[src/rtl/vram_pkg.sv]
// Shared definitions for the VRAM arbiter: default bus widths, issue-slot
// encoding and a small index-wrap helper used by the round-robin picker.
package vram_pkg;

  localparam int ADDR_W_DEF = 12;
  localparam int DATA_W_DEF = 8;

  typedef enum logic [1:0] {
    SLOT_IDLE = 2'd0,
    SLOT_RD   = 2'd1,
    SLOT_WR   = 2'd2
  } slot_e;

  // Wraps base+offset back into 0..n-1; offset is always below n.
  function automatic int rr_wrap(input int idx, input int n);
    return (idx >= n) ? idx - n : idx;
  endfunction

endpackage

[src/rtl/vram_arbiter_if.sv]
// Bundle of VGA fetch, writer req/gnt and RAM port signals for vram_arbiter.
// The slave modport is the arbiter side, the master modport is its environment.
interface vram_arbiter_if #(
  parameter int ADDR_W = 12,
  parameter int DATA_W = 8,
  parameter int N_REQ  = 3
);
  import vram_pkg::*;

  logic                     vga_active;
  logic                     vga_req;
  logic [ADDR_W-1:0]        vga_addr;
  logic [DATA_W-1:0]        vga_rdata;
  logic                     vga_rvalid;

  // Writer handshake: wr_req[i] acts as valid and is held, together with its
  // address/data slice, until the writer sees wr_gnt[i] high for one cycle;
  // the grant is the ready/accept pulse and the write is on the RAM port in
  // that same cycle. The next cycle the writer drops req or presents new data.
  logic [N_REQ-1:0]         wr_req;
  logic [N_REQ*ADDR_W-1:0]  wr_addr;
  logic [N_REQ*DATA_W-1:0]  wr_data;
  logic [N_REQ-1:0]         wr_gnt;
  logic [N_REQ-1:0]         wr_starve;

  logic                     mem_en;
  logic                     mem_we;
  logic [ADDR_W-1:0]        mem_addr;
  logic [DATA_W-1:0]        mem_wdata;
  logic [DATA_W-1:0]        mem_rdata;

  slot_e                    dbg_slot;

  modport slave (
    input  vga_active, vga_req, vga_addr, wr_req, wr_addr, wr_data, mem_rdata,
    output vga_rdata, vga_rvalid, wr_gnt, wr_starve,
    output mem_en, mem_we, mem_addr, mem_wdata, dbg_slot
  );

  modport master (
    output vga_active, vga_req, vga_addr, wr_req, wr_addr, wr_data, mem_rdata,
    input  vga_rdata, vga_rvalid, wr_gnt, wr_starve,
    input  mem_en, mem_we, mem_addr, mem_wdata, dbg_slot
  );

endinterface

[src/rtl/rr_pick.sv]
// Combinational round-robin picker: first requesting, unmasked index at or
// above ptr_i, wrapping modulo N. Returns one-hot grant, index and valid.
module rr_pick
  import vram_pkg::*;
#(
  parameter int N     = 3,
  parameter int PTR_W = (N > 1) ? $clog2(N) : 1
) (
  input  logic [N-1:0]     req_i,
  input  logic [N-1:0]     mask_i,
  input  logic [PTR_W-1:0] ptr_i,
  output logic [N-1:0]     gnt_o,
  output logic [PTR_W-1:0] idx_o,
  output logic             valid_o
);

  logic [N-1:0] elig;

  assign elig = req_i & ~mask_i;

  always_comb begin
    gnt_o   = '0;
    idx_o   = '0;
    valid_o = 1'b0;
    for (int k = 0; k < N; k++) begin
      if (!valid_o && elig[rr_wrap(int'(ptr_i) + k, N)]) begin
        valid_o                              = 1'b1;
        gnt_o[rr_wrap(int'(ptr_i) + k, N)]   = 1'b1;
        idx_o                                = PTR_W'(rr_wrap(int'(ptr_i) + k, N));
      end
    end
  end

endmodule

[src/rtl/vram_arbiter.sv]
// Single-port VRAM arbiter: VGA reads take every slot they ask for, writers
// share the rest round-robin and get sticky starve flags. Optional build
// macro VRAM_ARB_ACTIVE_WRITE_EN lets writes use visible-region idle slots.
module vram_arbiter
  import vram_pkg::*;
#(
  parameter int ADDR_W   = ADDR_W_DEF,
  parameter int DATA_W   = DATA_W_DEF,
  parameter int N_REQ    = 3,
  parameter int MAX_WAIT = 1023
) (
  input  logic           clk,
  input  logic           rst,
  vram_arbiter_if.slave  bus
);

  localparam int PTR_W = (N_REQ > 1) ? $clog2(N_REQ) : 1;
  localparam int CNT_W = $clog2(MAX_WAIT + 1);
  localparam logic [CNT_W-1:0] CNT_MAX = CNT_W'(MAX_WAIT);
  localparam logic [PTR_W-1:0] PTR_LAST = PTR_W'(N_REQ - 1);

  slot_e               slot_q, slot_d;
  logic                mem_en_q, mem_we_q, rvalid_q;
  logic [ADDR_W-1:0]   mem_addr_q;
  logic [DATA_W-1:0]   mem_wdata_q;
  logic [N_REQ-1:0]    wr_gnt_q;
  logic [PTR_W-1:0]    ptr_q, ptr_d;

  logic                wr_window;
  logic                wr_go;
  logic [N_REQ-1:0]    pick_gnt;
  logic [PTR_W-1:0]    pick_idx;
  logic                pick_valid;
  logic [ADDR_W-1:0]   sel_addr;
  logic [DATA_W-1:0]   sel_data;

`ifdef VRAM_ARB_ACTIVE_WRITE_EN
  assign wr_window = 1'b1;
`else
  assign wr_window = ~bus.vga_active;
`endif

  // The writer holding this cycle's grant is masked so it cannot win twice.
  rr_pick #(
    .N     (N_REQ),
    .PTR_W (PTR_W)
  ) u_pick (
    .req_i   (bus.wr_req),
    .mask_i  (wr_gnt_q),
    .ptr_i   (ptr_q),
    .gnt_o   (pick_gnt),
    .idx_o   (pick_idx),
    .valid_o (pick_valid)
  );

  assign wr_go    = ~bus.vga_req & wr_window & pick_valid;
  assign sel_addr = bus.wr_addr[pick_idx*ADDR_W +: ADDR_W];
  assign sel_data = bus.wr_data[pick_idx*DATA_W +: DATA_W];
  assign ptr_d    = (pick_idx == PTR_LAST) ? '0 : pick_idx + PTR_W'(1);

  always_comb begin
    slot_d = SLOT_IDLE;
    if (bus.vga_req) begin
      slot_d = SLOT_RD;
    end else if (wr_go) begin
      slot_d = SLOT_WR;
    end
  end

  // rvalid follows one cycle behind a RD slot, matching the RAM's read latency.
  always_ff @(posedge clk) begin
    if (rst) begin
      slot_q      <= SLOT_IDLE;
      mem_en_q    <= 1'b0;
      mem_we_q    <= 1'b0;
      mem_addr_q  <= '0;
      mem_wdata_q <= '0;
      wr_gnt_q    <= '0;
      ptr_q       <= '0;
      rvalid_q    <= 1'b0;
    end else begin
      slot_q   <= slot_d;
      mem_en_q <= (slot_d != SLOT_IDLE);
      mem_we_q <= (slot_d == SLOT_WR);
      rvalid_q <= (slot_q == SLOT_RD);
      wr_gnt_q <= '0;
      case (slot_d)
        SLOT_RD: begin
          mem_addr_q <= bus.vga_addr;
        end
        SLOT_WR: begin
          mem_addr_q  <= sel_addr;
          mem_wdata_q <= sel_data;
          wr_gnt_q    <= pick_gnt;
          ptr_q       <= ptr_d;
        end
        default: begin
        end
      endcase
    end
  end

  for (genvar g = 0; g < N_REQ; g++) begin : g_starve
    logic [CNT_W-1:0] cnt_q, cnt_d;
    logic             starve_q;

    always_comb begin
      cnt_d = cnt_q;
      if (!bus.wr_req[g] || wr_gnt_q[g]) begin
        cnt_d = '0;
      end else if (cnt_q != CNT_MAX) begin
        cnt_d = cnt_q + CNT_W'(1);
      end
    end

    always_ff @(posedge clk) begin
      if (rst) begin
        cnt_q    <= '0;
        starve_q <= 1'b0;
      end else begin
        cnt_q <= cnt_d;
        if (cnt_d == CNT_MAX) begin
          starve_q <= 1'b1;
        end
      end
    end

    assign bus.wr_starve[g] = starve_q;
  end

  assign bus.vga_rdata  = bus.mem_rdata;
  assign bus.vga_rvalid = rvalid_q;
  assign bus.wr_gnt     = wr_gnt_q;
  assign bus.mem_en     = mem_en_q;
  assign bus.mem_we     = mem_we_q;
  assign bus.mem_addr   = mem_addr_q;
  assign bus.mem_wdata  = mem_wdata_q;
  assign bus.dbg_slot   = slot_q;

endmodule
[src/flat_wrapper.sv]
// flat-port wrapper written by rule: the top's interface ports become plain ports
module vram_arbiter_flat import vram_pkg::*;
#(
  parameter int ADDR_W   = ADDR_W_DEF,
  parameter int DATA_W   = DATA_W_DEF,
  parameter int N_REQ    = 3,
  parameter int MAX_WAIT = 1023
)
  (clk, rst, bus_vga_active, bus_vga_req, bus_vga_addr, bus_wr_req, bus_wr_addr, bus_wr_data, bus_mem_rdata, bus_vga_rdata, bus_vga_rvalid, bus_wr_gnt, bus_wr_starve, bus_mem_en, bus_mem_we, bus_mem_addr, bus_mem_wdata, bus_dbg_slot);
  vram_arbiter_if #(.ADDR_W(ADDR_W), .DATA_W(DATA_W), .N_REQ(N_REQ)) bus_i ();
  input  logic clk;
  input  logic rst;
  input wire logic [$bits(bus_i.vga_active)-1:0] bus_vga_active;
  input wire logic [$bits(bus_i.vga_req)-1:0] bus_vga_req;
  input wire logic [$bits(bus_i.vga_addr)-1:0] bus_vga_addr;
  input wire logic [$bits(bus_i.wr_req)-1:0] bus_wr_req;
  input wire logic [$bits(bus_i.wr_addr)-1:0] bus_wr_addr;
  input wire logic [$bits(bus_i.wr_data)-1:0] bus_wr_data;
  input wire logic [$bits(bus_i.mem_rdata)-1:0] bus_mem_rdata;
  output wire logic [$bits(bus_i.vga_rdata)-1:0] bus_vga_rdata;
  output wire logic [$bits(bus_i.vga_rvalid)-1:0] bus_vga_rvalid;
  output wire logic [$bits(bus_i.wr_gnt)-1:0] bus_wr_gnt;
  output wire logic [$bits(bus_i.wr_starve)-1:0] bus_wr_starve;
  output wire logic [$bits(bus_i.mem_en)-1:0] bus_mem_en;
  output wire logic [$bits(bus_i.mem_we)-1:0] bus_mem_we;
  output wire logic [$bits(bus_i.mem_addr)-1:0] bus_mem_addr;
  output wire logic [$bits(bus_i.mem_wdata)-1:0] bus_mem_wdata;
  output wire logic [$bits(bus_i.dbg_slot)-1:0] bus_dbg_slot;
  assign bus_i.vga_active = bus_vga_active;
  assign bus_i.vga_req = bus_vga_req;
  assign bus_i.vga_addr = bus_vga_addr;
  assign bus_i.wr_req = bus_wr_req;
  assign bus_i.wr_addr = bus_wr_addr;
  assign bus_i.wr_data = bus_wr_data;
  assign bus_i.mem_rdata = bus_mem_rdata;
  assign bus_vga_rdata = bus_i.vga_rdata;
  assign bus_vga_rvalid = bus_i.vga_rvalid;
  assign bus_wr_gnt = bus_i.wr_gnt;
  assign bus_wr_starve = bus_i.wr_starve;
  assign bus_mem_en = bus_i.mem_en;
  assign bus_mem_we = bus_i.mem_we;
  assign bus_mem_addr = bus_i.mem_addr;
  assign bus_mem_wdata = bus_i.mem_wdata;
  assign bus_dbg_slot = bus_i.dbg_slot;
  vram_arbiter #(.ADDR_W(ADDR_W), .DATA_W(DATA_W), .N_REQ(N_REQ), .MAX_WAIT(MAX_WAIT)) u_core (.clk(clk), .rst(rst), .bus(bus_i));
endmodule
[config.mk]
export PLATFORM = sky130hd
export DESIGN_NAME = vram_arbiter_flat
export DESIGN_NICKNAME = d
export VERILOG_FILES = /design/src/rtl/vram_pkg.sv /design/src/rtl/vram_arbiter_if.sv /design/src/rtl/rr_pick.sv /design/src/rtl/vram_arbiter.sv /design/src/flat_wrapper.sv
export SDC_FILE = /design/constraint.sdc
export NUM_CORES = 1
export LEC_CHECK = 0
export BUFFER_PORTS_ARGS = -buffer_cell sky130_fd_sc_hd__buf_2
export CAP_MARGIN = 20
export CORE_MARGIN = 8
export CORE_UTILIZATION = 48
export CTS_CLUSTER_DIAMETER = 30
export CTS_CLUSTER_SIZE = 25
export DETAILED_ROUTE_END_ITERATION = 12
export PLACE_DENSITY = 0.76
export SLEW_MARGIN = 20
export SYNTH_ARGS = -nofsm -noshare
export SYNTH_HDL_FRONTEND = slang
export SYNTH_SLANG_ARGS = --single-unit
export TNS_END_PERCENT = 50
[constraint.sdc]
create_clock -name clk -period 3 [get_ports clk]
set_clock_uncertainty 0.15 [all_clocks]
set_input_delay 0.15 -clock clk [delete_from_list [all_inputs] [get_ports clk]]
set_output_delay 0.15 -clock clk [all_outputs]
set_load 0.05 [all_outputs]
==> results.yml, run 1 <==
status:
  outcome: "finished, final reports clean"
drt:
  vias: 4224
  drcViolationCount: 0
  drtAntennaViolNets: 0
  viasPerCell: 5.80
  wl_mm: 11.7
  drtPass1Iterations: 5
  wl_per_cell_um: 16.0
  drtIter0Drc: 243
global_route:
  track_usage: 0.212
  grt_antenna_before_repair: 2
  first_global_vias: 4155
  grt_overflow: 0
  grt_start_max_net_pins: 28
  grt_pass1_wl_mm: 19.2
sta:
  fmax_mhz: 361
  hold_viol: 0
  finalCritPeriodShare: 0.923
  setup_tns_ns: 0
  setup_viol: 0
  setup_slack_ns: 0.232
  slew_headroom: 0.489
  worst_pin_slew_ns: 0.766
  slew_viol_final: 0
  period_minus_slack_ns: 2.77
clock_tree:
  clock_latency_ns: 0.34
  cts_buffer_depth: 2
  cts_tree: "done"
  clock-sinks: 62
  cts_buffers: 9
  cts_setup_buffers: 0
  htreeDepth: 3
  clk_pin_slew_worst_paths_ns: 0.08
  cts_root_buffer: "clkbuf_8"
setup_path:
  path_class: "reg2reg"
  critPathRequiredTime_ns: 3.15
  end_kind: "register"
  r2r_cells: 8
  cp_cell_sequence: "inv_1 > ha_1 > nor3b_1 > nor4b_2 > a211oi_2 > a21oi_1 > a2111oi_0 > a31o_2"
  r2r-start: "u_core.ptr_q[1]"
  max_stage_delay_ns: 0.48
  reg2reg_slack_ns: 0.23
  slowest_stage: "nor3b_1"
  crit_arrival_ns: 2.91
  path_max_fanout: 8
  cp-start-kind: "register"
  worst_r2r_endpoint: "u_core.bus.mem_wdata[6]"
synth:
  syn_nets: 572
  ys_seq_area_frac: 0.336
  synth-edff-count: 0
  syn-cell-area_um2: 3690
  synth_ff_type: "dfxtp_1"
  ys_ff_latch: 62
  syn_inst: 478
  ys_warn_count: 0
  synth_cell_types: 60
  avgSynthCellArea_um2: 7.72
  synthArstFlopShare: 0
run:
  max_cap_viol_count: 0
placement:
  preCtsSetupSlack_ns: 0.241
  io_buffers: 109
  hpwl_mm: 7.73
  gp_congestion: 0.935
floorplanning:
  coreArea_um2: 7610
  die_w_um: 104
  row_count: 32
  ios: 126
  die_h_um: 104
  dieArea_um2: 10800
  initial_utilization: 0.485
worst_hold_path:
  whs_path_depth: 3
  min-delay-start: "bus_wr_addr[7]"
  hold_path_end: "u_core.bus.mem_addr[7]"
  hold_path.class: "in2reg"
cells_and_area:
  drive_above_1_share: 0.241
  final_util: 0.646
  area_delta_synth_final_pct: 33.1
  nNetsFinal: 712
power:
  leakage_uw: 0.00203
  peakVddDrop_v: 0.000399
  power_density_nw_per_um2: 434
  finalPower_uw: 2130
[routing by layer]
| layer | share of wire | vias to the layer above | track usage |
|---|---|---|---|
| li1 | - | 2021 | - |
| met1 | 0.40 | 1953 | 0.239 |
| met2 | 0.49 | 190 | 0.350 |
| met3 | 0.064 | 60 | 0.0508 |
| met4 | 0.050 | 0 | 0.139 |
| met5 | 0 | - | 0 |
[registers in the layout, summed over array words and instances (netlist names)]
name / count
u_core.bus.wr_gnt: 3
u_core.bus.mem_wdata: 8
u_core.ptr_q: 2
u_core.bus.mem_en: 1
u_core.bus.vga_rvalid: 1
u_core.bus.dbg_slot: 2
u_core.g_starve.starve_q: 3
u_core.g_starve.cnt_q: 30
u_core.bus.mem_addr: 12
[Yosys cell counts (all sizes together) (2+ instances only)]
cell     number  area share
dfxtp        62        0.34
nor2         50       0.051
nand2        44       0.045
a21oi        41       0.056
nor3         32       0.043
buf          22       0.042
nand3        21       0.028
nand2b       20       0.034
clkbuf       18       0.018
o21ai        14       0.019
nor4         13       0.024
o31ai        13       0.026
inv          10       0.010
and3          9       0.015
nand4         9       0.015
a32o          8       0.022
xor2          8       0.019
ha            7       0.024
nor2b         6       0.010
nor3b         6       0.012
a31oi         5      0.0085
and2          5      0.0085
o22ai         5      0.0085
xnor2         5       0.012
a2111oi       4       0.015
a211oi        4      0.0095
mux2i         4       0.011
a41oi         3      0.0071
and4          3      0.0071
a22o          2      0.0047
a311oi        2      0.0047
o32ai         2      0.0068
or2           2      0.0034
[per-stage QoR]
step | hold WS [ns] | std cells | instance area, um^2
6_report | 0.0188 | 728 | 4910
5_1_grt | 0.0123 | 728 | 4910
4_1_cts | 0.0174 | 725 | 4890
3_5_place_dp | 0.150 | 663 | 4250
3_3_place_gp | 0.150 | 663 | 4250
2_1_floorplan | 0.180 | 478 | 3690
[worst max-delay path, delay by kind of cell, from the launching register on]
kind                       cells  cell delay (ns)
AOI/OAI and AO/OA              4             1.23
and+or+nand+nor                2             0.62
DFF                            1             0.41
adders and majority gates      1             0.23
buffers and inverters          1             0.08
[placed cells by master, fill, tap and decap left out, types with 14 or more instances in the layout]
master and instances:
buf_4 14, nor2_1 50, buf_2 109, nand2_1 43
nand3_1 20, a21oi_1 41, nor3_1 32, o21ai_0 14
dfxtp_1 62, nand2b_1 20, dlygate4sd3_1 46
[power breakdown]
part / leakage, uW / internal (uW) / switching (uW)
combinational: 0.00143 / 210 / 344
sequential: 0.000506 / 864 / 28.9
clock: 0.0000905 / 331 / 355
[worst max path at each step]
stage / to / startpoint / slack [ns]
final: u_core.bus.mem_wdata[6] / u_core.ptr_q[1] / 0.23
after global routing: u_core.bus.mem_wdata[6] / u_core.ptr_q[1] / -0.02
after CTS: u_core.bus.mem_wdata[6] / u_core.ptr_q[0] / 0.19
after detailed placement: u_core.bus.mem_wdata[6] / u_core.ptr_q[0] / 0.24
after global placement: u_core.bus.mem_wdata[6] / u_core.ptr_q[0] / 0.36
after floorplan: u_core.bus.mem_addr[11] / u_core.bus.wr_gnt[2] / 0.58
[repair_timing]
action	4_1_cts	5_1_grt
gates resized for setup	0	3
endpoints found under the hold margin	19	0
endpoints found under the setup margin	0	2
hold buffers	46	0
[kinds of logic after synthesis]
family / count (synthesis) / share of synthesized area
compound gates: 115 / 0.215
xor+xnor: 13 / 0.0308
fa+ha+maj: 7 / 0.0237
buf+inv: 50 / 0.0701
flops: 62 / 0.336
mux: 4 / 0.0108
simple gates: 227 / 0.314
[cell type report]
class,instances,area (um^2)
fillers,665,2690
well taps,102,128
diodes,3,7.51
inverters,10,37.5
clock inverters,5,42.5
flip-flops and latches,62,1240
multi-input cells,366,2210
clock buffers,11,141
repair buffers,169,1110
Note: power is estimated with default switching activity, not from simulation.
==> run 2, diff against run 1 <==
--- a/config.mk
+++ b/config.mk
@@ -5,6 +5,7 @@
 export SDC_FILE = /design/constraint.sdc
 export NUM_CORES = 1
 export LEC_CHECK = 0
+export ABC_AREA = 1
 export BUFFER_PORTS_ARGS = -buffer_cell sky130_fd_sc_hd__buf_2
 export CAP_MARGIN = 20
 export CORE_MARGIN = 8
@@ -12,7 +13,7 @@
 export CTS_CLUSTER_DIAMETER = 30
 export CTS_CLUSTER_SIZE = 25
 export DETAILED_ROUTE_END_ITERATION = 12
-export PLACE_DENSITY = 0.76
+export PLACE_DENSITY = 0.75
 export SLEW_MARGIN = 20
 export SYNTH_ARGS = -nofsm -noshare
 export SYNTH_HDL_FRONTEND = slang
==> results.yml, run 2 <==
clock_tree:
  postCtsResizedCells: 0
  cts_root_buffer: "clkbuf_8"
  clock_latency_ns: 0.34
  cts_buffers: 9
  clk_pin_slew_worst_paths_ns: 0.06
  htreeDepth: 3
  cts_tree: "done"
  cts_buffer_depth: 2
  clock-sinks: 62
sta:
  setup_tns_ns: 0
  slew_headroom: 0.638
  worst_pin_slew_ns: 0.543
  fmax_mhz: 384
  setup_viol: 0
  setup_slack_ns: 0.396
  rsz0062_at_grt: "false"
  hold_viol: 0
  period_minus_slack_ns: 2.60
  finalCritPeriodShare: 0.868
  slew_viol_final: 0
floorplanning:
  dieArea_um2: 11400
  ios: 126
  initial_utilization: 0.488
  die_w_um: 107
  die_h_um: 107
  row_count: 33
  coreArea_um2: 8130
drt:
  drcViolationCount: 0
  drtAntennaViolNets: 0
  drtIter0Drc: 237
  vias: 4487
  wl_mm: 11.8
  viasPerCell: 5.16
  wl_per_cell_um: 13.5
  drtPass1Iterations: 5
power:
  power_density_nw_per_um2: 563
  clockPowerShare: 0.255
  peakVddDrop_v: 0.000339
  p_sw_uw: 1190
  netSwitchingFraction: 0.424
  power_frac_comb: 0.418
  leakage_uw: 0.00253
  p_seq_frac: 0.327
  internal-power_uw: 1610
placement:
  preCtsSetupSlack_ns: 0.448
  hpwl_mm: 8.64
  gp_congestion: 0.892
  io_buffers: 109
setup_path:
  cp.buffers_inverters: 2
  critPathRequiredTime_ns: 3.07
  path_max_fanout: 21
  reg2reg_slack_ns: 0.40
  crit_path_frequent_cell: "nand2_1"
  cp_cell_sequence: "inv_1 > ha_1 > inv_2 > nand2_1 > nand3_1 > nand2_2 > nand2_1 > nand2_1 > nand3_2 > nand2_2 > nand2_1 > nand3_1 > nand2_1 > nand2_1 > nand2_1"
  end_kind: "register"
  cp_top_family: "simple AND/OR/NAND/NOR gates"
  crit_arrival_ns: 2.68
  cp-start-kind: "register"
  max_stage_delay_ns: 0.43
  path_class: "reg2reg"
  slowest_stage: "ha_1"
global_route:
  grt_antenna_before_repair: 0
  track_usage: 0.204
  grt_pass1_wl_mm: 19.5
  grt_start_max_net_pins: 28
  grt_overflow: 0
  first_global_vias: 4415
cells_and_area:
  nFillCells: 783
  final_util: 0.612
  drive_above_1_share: 0.207
  nNetsFinal: 853
  ff_latch_area_um2: 1240
  largest_reg_flops: 30
  layout_commonest_cell: "nand2_1"
  area_delta_synth_final_pct: 25.6
  multiInputGateArea_um2: 2130
  layout_common_cells: "nand2_1, buf_2, inv_1, nand3_1, nor2_1"
  regMostFlops: "u_core.g_starve.cnt_q"
worst_hold_path:
  hold_path.class: "in2reg"
synth:
  synth_cell_types: 31
  ys_ff_latch: 62
  synth_ff_type: "dfxtp_1"
  syn_nets: 729
  synth.area.top_cells: "dfxtp_1, nand2_1, nand3_1"
  ys_warn_count: 0
  avgSynthCellArea_um2: 6.25
  syn-cell-area_um2: 3970
  synth_top_area_frac: 0.313
  syn_inst: 635
  yosys-top-cells-count: "nand2_1, inv_1, nand3_1"
  yosys.area.top_type: "dfxtp_1"
  synthArstFlopShare: 0
  synth_most_common_cell: "nand2_1"
  ys_seq_area_frac: 0.313
  synth-edff-count: 0
run:
  max_cap_viol_count: 0
status:
  outcome: "finished, final reports clean"
==> run 2: cell count changes after synthesis, sizes merged, moves of 8 or more <==
cell,previous run,this run
nand3b,0,12
o21ai,14,27
o31ai,13,0
nor4,13,0
nand2,44,150
nor2,50,79
clkbuf,18,7
a32o,8,0
and3,9,0
inv,10,99
nand3,21,90
nand2b,20,0
nor3,32,9
==> run 2: stage by stage <==
| step | total power (uW) | area [um^2] | hold WS [ns] | instances |
|---|---|---|---|---|
| floorplan | 1880 | 3970 | 0.191 | 635 |
| CTS | 2810 | 4970 | 0.00135 | 868 |
| finish | 2810 | 4980 | 0.00834 | 870 |
| global placement | 2040 | 4470 | 0.150 | 821 |
| detailed placement | 2060 | 4470 | 0.150 | 821 |
| global route | 2990 | 4970 | 0.0191 | 868 |
==> run 2: cell families after synthesis <==
kind of cell    after synthesis  share of synthesized area
compound gates               74                     0.0953
flops                        62                      0.313
fa+ha+maj                     7                     0.0221
buf+inv                     133                      0.150
xor+xnor                      4                    0.00883
simple gates                355                      0.411
==> run 2: layout make-up <==
| cell class | count | share of cell area |
|---|---|---|
| antenna | 2 | 0.00101 |
| clock buffer | 9 | 0.0249 |
| clock inverter | 6 | 0.0128 |
| inverter | 99 | 0.0746 |
| multi-input combinational | 440 | 0.428 |
| sequential | 62 | 0.249 |
| tap | 105 | 0.0264 |
| timing repair buffer | 147 | 0.183 |
==> run 2: worst min-delay path: cells and delay by family <==
family / cells / cell delay, ns
and+or+nand+nor: 4 / 0.23
buffers and inverters: 1 / 0.08
==> run 2: repair_timing <==
| item | in CTS | in global routing |
|---|---|---|
| endpoints found under the setup margin | 0 | 0 |
| hold buffers | 32 | 0 |
| setup buffers | 0 | 0 |
| endpoints found under the hold margin | 20 | 0 |
==> run 2: power groups by stage <==
stage          clock network (uW)  logic, uW  registers [uW]
2_1_floorplan                   0        794            1090
3_3_place_gp                    0       1100             934
3_5_place_dp                    0       1120             934
6_report                      715       1170             918
5_1_grt                       772       1300             923
4_1_cts                       732       1160             917
==> run 2: path summary, 6_finish.rpt <==
kind / from / end / cells past startpoint
worst max-delay path: u_core.ptr_q[0] / u_core.bus.mem_addr[1] / 15
worst min-delay path: bus_vga_addr[0] / u_core.bus.mem_addr[0] / 5
worst max register to register: u_core.ptr_q[0] / u_core.bus.mem_addr[1] / 15
worst min register to register: u_core.g_starve[0].starve_q / u_core.g_starve[0].starve_q / 2
==> run 2: metal layers <==
layer,GRT usage,share of wire,vias up
li1,-,-,2255
met1,0.231,0.41,2045
met2,0.358,0.50,161
met3,0.0534,0.065,26
met4,0.0814,0.023,0
met5,0,0,-
==> run 3, diff against run 2 <==
--- a/config.mk
+++ b/config.mk
@@ -14,6 +14,7 @@
 export CTS_CLUSTER_SIZE = 25
 export DETAILED_ROUTE_END_ITERATION = 12
 export PLACE_DENSITY = 0.75
+export RECOVER_POWER = 25
 export SLEW_MARGIN = 20
 export SYNTH_ARGS = -nofsm -noshare
 export SYNTH_HDL_FRONTEND = slang
==> results.yml, run 3 (same netlist as run 2, synthesis figures left out) <==
sta:
  setup_tns_ns: 0
  fmax_mhz: 384
  hold_viol: 0
  period_minus_slack_ns: 2.60
  rsz0062_at_grt: "false"
  slew_headroom: 0.129
  finalCritPeriodShare: 0.868
  worst_pin_slew_ns: 1.31
  setup_viol: 0
  slew_viol_final: 0
clock_tree:
  cts_tree: "done"
  clock_latency_ns: 0.34
  clock-sinks: 62
  cts_buffer_depth: 2
  htreeDepth: 3
  clk_pin_slew_worst_paths_ns: 0.06
  cts_setup_buffers: 0
  cts_root_buffer: "clkbuf_8"
  postCtsResizedCells: 0
  cts_buffers: 9
drt:
  viasPerCell: 5.16
  drtPass1Iterations: 5
  wl_mm: 11.8
  drtAntennaViolNets: 0
  drcViolationCount: 0
  wl_per_cell_um: 13.6
  vias: 4489
  drtIter0Drc: 240
setup_path:
  max_stage_delay_ns: 0.43
  cp_cell_sequence: "inv_1 > ha_1 > inv_2 > nand2_1 > nand3_1 > nand2_2 > nand2_1 > nand2_1 > nand3_2 > nand2_2 > nand2_1 > nand3_1 > nand2_1 > nand2_1 > nand2_1"
  path_class: "reg2reg"
  crit_arrival_ns: 2.68
  crit_path_frequent_cell: "nand2_1"
  path_max_fanout: 21
  cp-start-kind: "register"
  slowest_stage: "ha_1"
  critPathRequiredTime_ns: 3.07
  end_kind: "register"
cells_and_area:
  nNetsFinal: 853
  final_util: 0.610
  regMostFlops: "u_core.g_starve.cnt_q"
  final_cell_area_um2: 4960
  multiInputGateArea_um2: 2130
  layout_common_cells: "nand2_1, inv_1, buf_2, nand3_1, nor2_1"
  nFillCells: 786
  largest_reg_flops: 30
  ff_latch_area_um2: 1240
  fin_cells: 870
  area_delta_synth_final_pct: 25.0
  layout_commonest_cell: "nand2_1"
  drive_above_1_share: 0.186
global_route:
  grt_overflow: 0
  first_global_vias: 4415
  grt_pass1_wl_mm: 19.5
  grt_antenna_before_repair: 0
  grt_start_max_net_pins: 28
  track_usage: 0.204
placement:
  io_buffers: 109
  gp_congestion: 0.892
  placed_area_um2: 4470
  dp_cells: 821
  hpwl_mm: 8.64
floorplanning:
  ios: 126
  initial_utilization: 0.488
  dieArea_um2: 11400
  coreArea_um2: 8130
  die_w_um: 107
  row_count: 33
  die_h_um: 107
power:
  power_density_nw_per_um2: 565
  leakage_uw: 0.00247
  peakVddDrop_v: 0.000334
status:
  outcome: "finished, final reports clean"
worst_hold_path:
  hold_path.class: "in2reg"
run:
  max_cap_viol_count: 0
==> run 3: cell count changes in the layout (fill, tap and decap cells not counted) <==
| cell | before | now |
|---|---|---|
| clkbuf_1 | 0 | 16 |
| buf_2 | 109 | 93 |
==> run 3: stage by stage <==
| stage | hold WS (ns) | total power [uW] | setup WS (ns) |
|---|---|---|---|
| finish | 0.00882 | 2800 | 0.397 |
| global route | 0.0191 | 2980 | 0.0935 |
| CTS | 0.00135 | 2810 | 0.423 |
| detailed placement | 0.150 | 2060 | 0.448 |
| global placement | 0.150 | 2040 | 0.543 |
| floorplan | 0.191 | 1880 | 0.911 |
==> run 3: metal layers <==
metal  global-route usage  vias up  part of all wire
met4               0.0814        0             0.023
met3               0.0534       25             0.067
met5                    0        -                 0
met1                0.231     2040              0.41
met2                0.358      167              0.50
li1                     -     2257                 -
==> run 3: power breakdown <==
| group | switching (uW) | total (uW) | internal [uW] |
|---|---|---|---|
| clock network | 339 | 717 | 377 |
| registers | 39.0 | 919 | 879 |
| logic | 814 | 1170 | 352 |
| total | 1190 | 2800 | 1610 |
==> run 3: final timing paths <==
| path | startpoint | end | slack, ns | depth (start not counted) |
|---|---|---|---|---|
| max | u_core.ptr_q[0] | u_core.bus.mem_addr[0] | 0.40 | 15 |
| min | bus_vga_addr[0] | u_core.bus.mem_addr[0] | 0.009 | 5 |
| max reg2reg | u_core.ptr_q[0] | u_core.bus.mem_addr[0] | 0.40 | 15 |
| min reg2reg | u_core.g_starve[0].starve_q | u_core.g_starve[0].starve_q | 0.30 | 2 |
==> run 3: what timing repair did <==
| item | CTS | global route |
|---|---|---|
| hold buffers | 32 | 0 |
| endpoints found under the hold margin | 20 | 0 |
| setup endpoints to repair | 0 | 0 |
==> run 3: layout make-up <==
class / count / area share
Clock buffer: 9 / 0.0250
Clock inverter: 6 / 0.0129
Multi-Input combinational cell: 440 / 0.430
Timing Repair Buffer: 147 / 0.180
Tap cell: 105 / 0.0265
Antenna cell: 2 / 0.00101
Inverter: 99 / 0.0749
Sequential cell: 62 / 0.250
==> run 3: worst max-delay path, delay by kind of cell, from the launching register on <==
kind                       cells  cell delay (ns)
buffers and inverters          2             0.18
adders and majority gates      1             0.43
DFF                            1             0.38
and+or+nand+nor               12             1.36
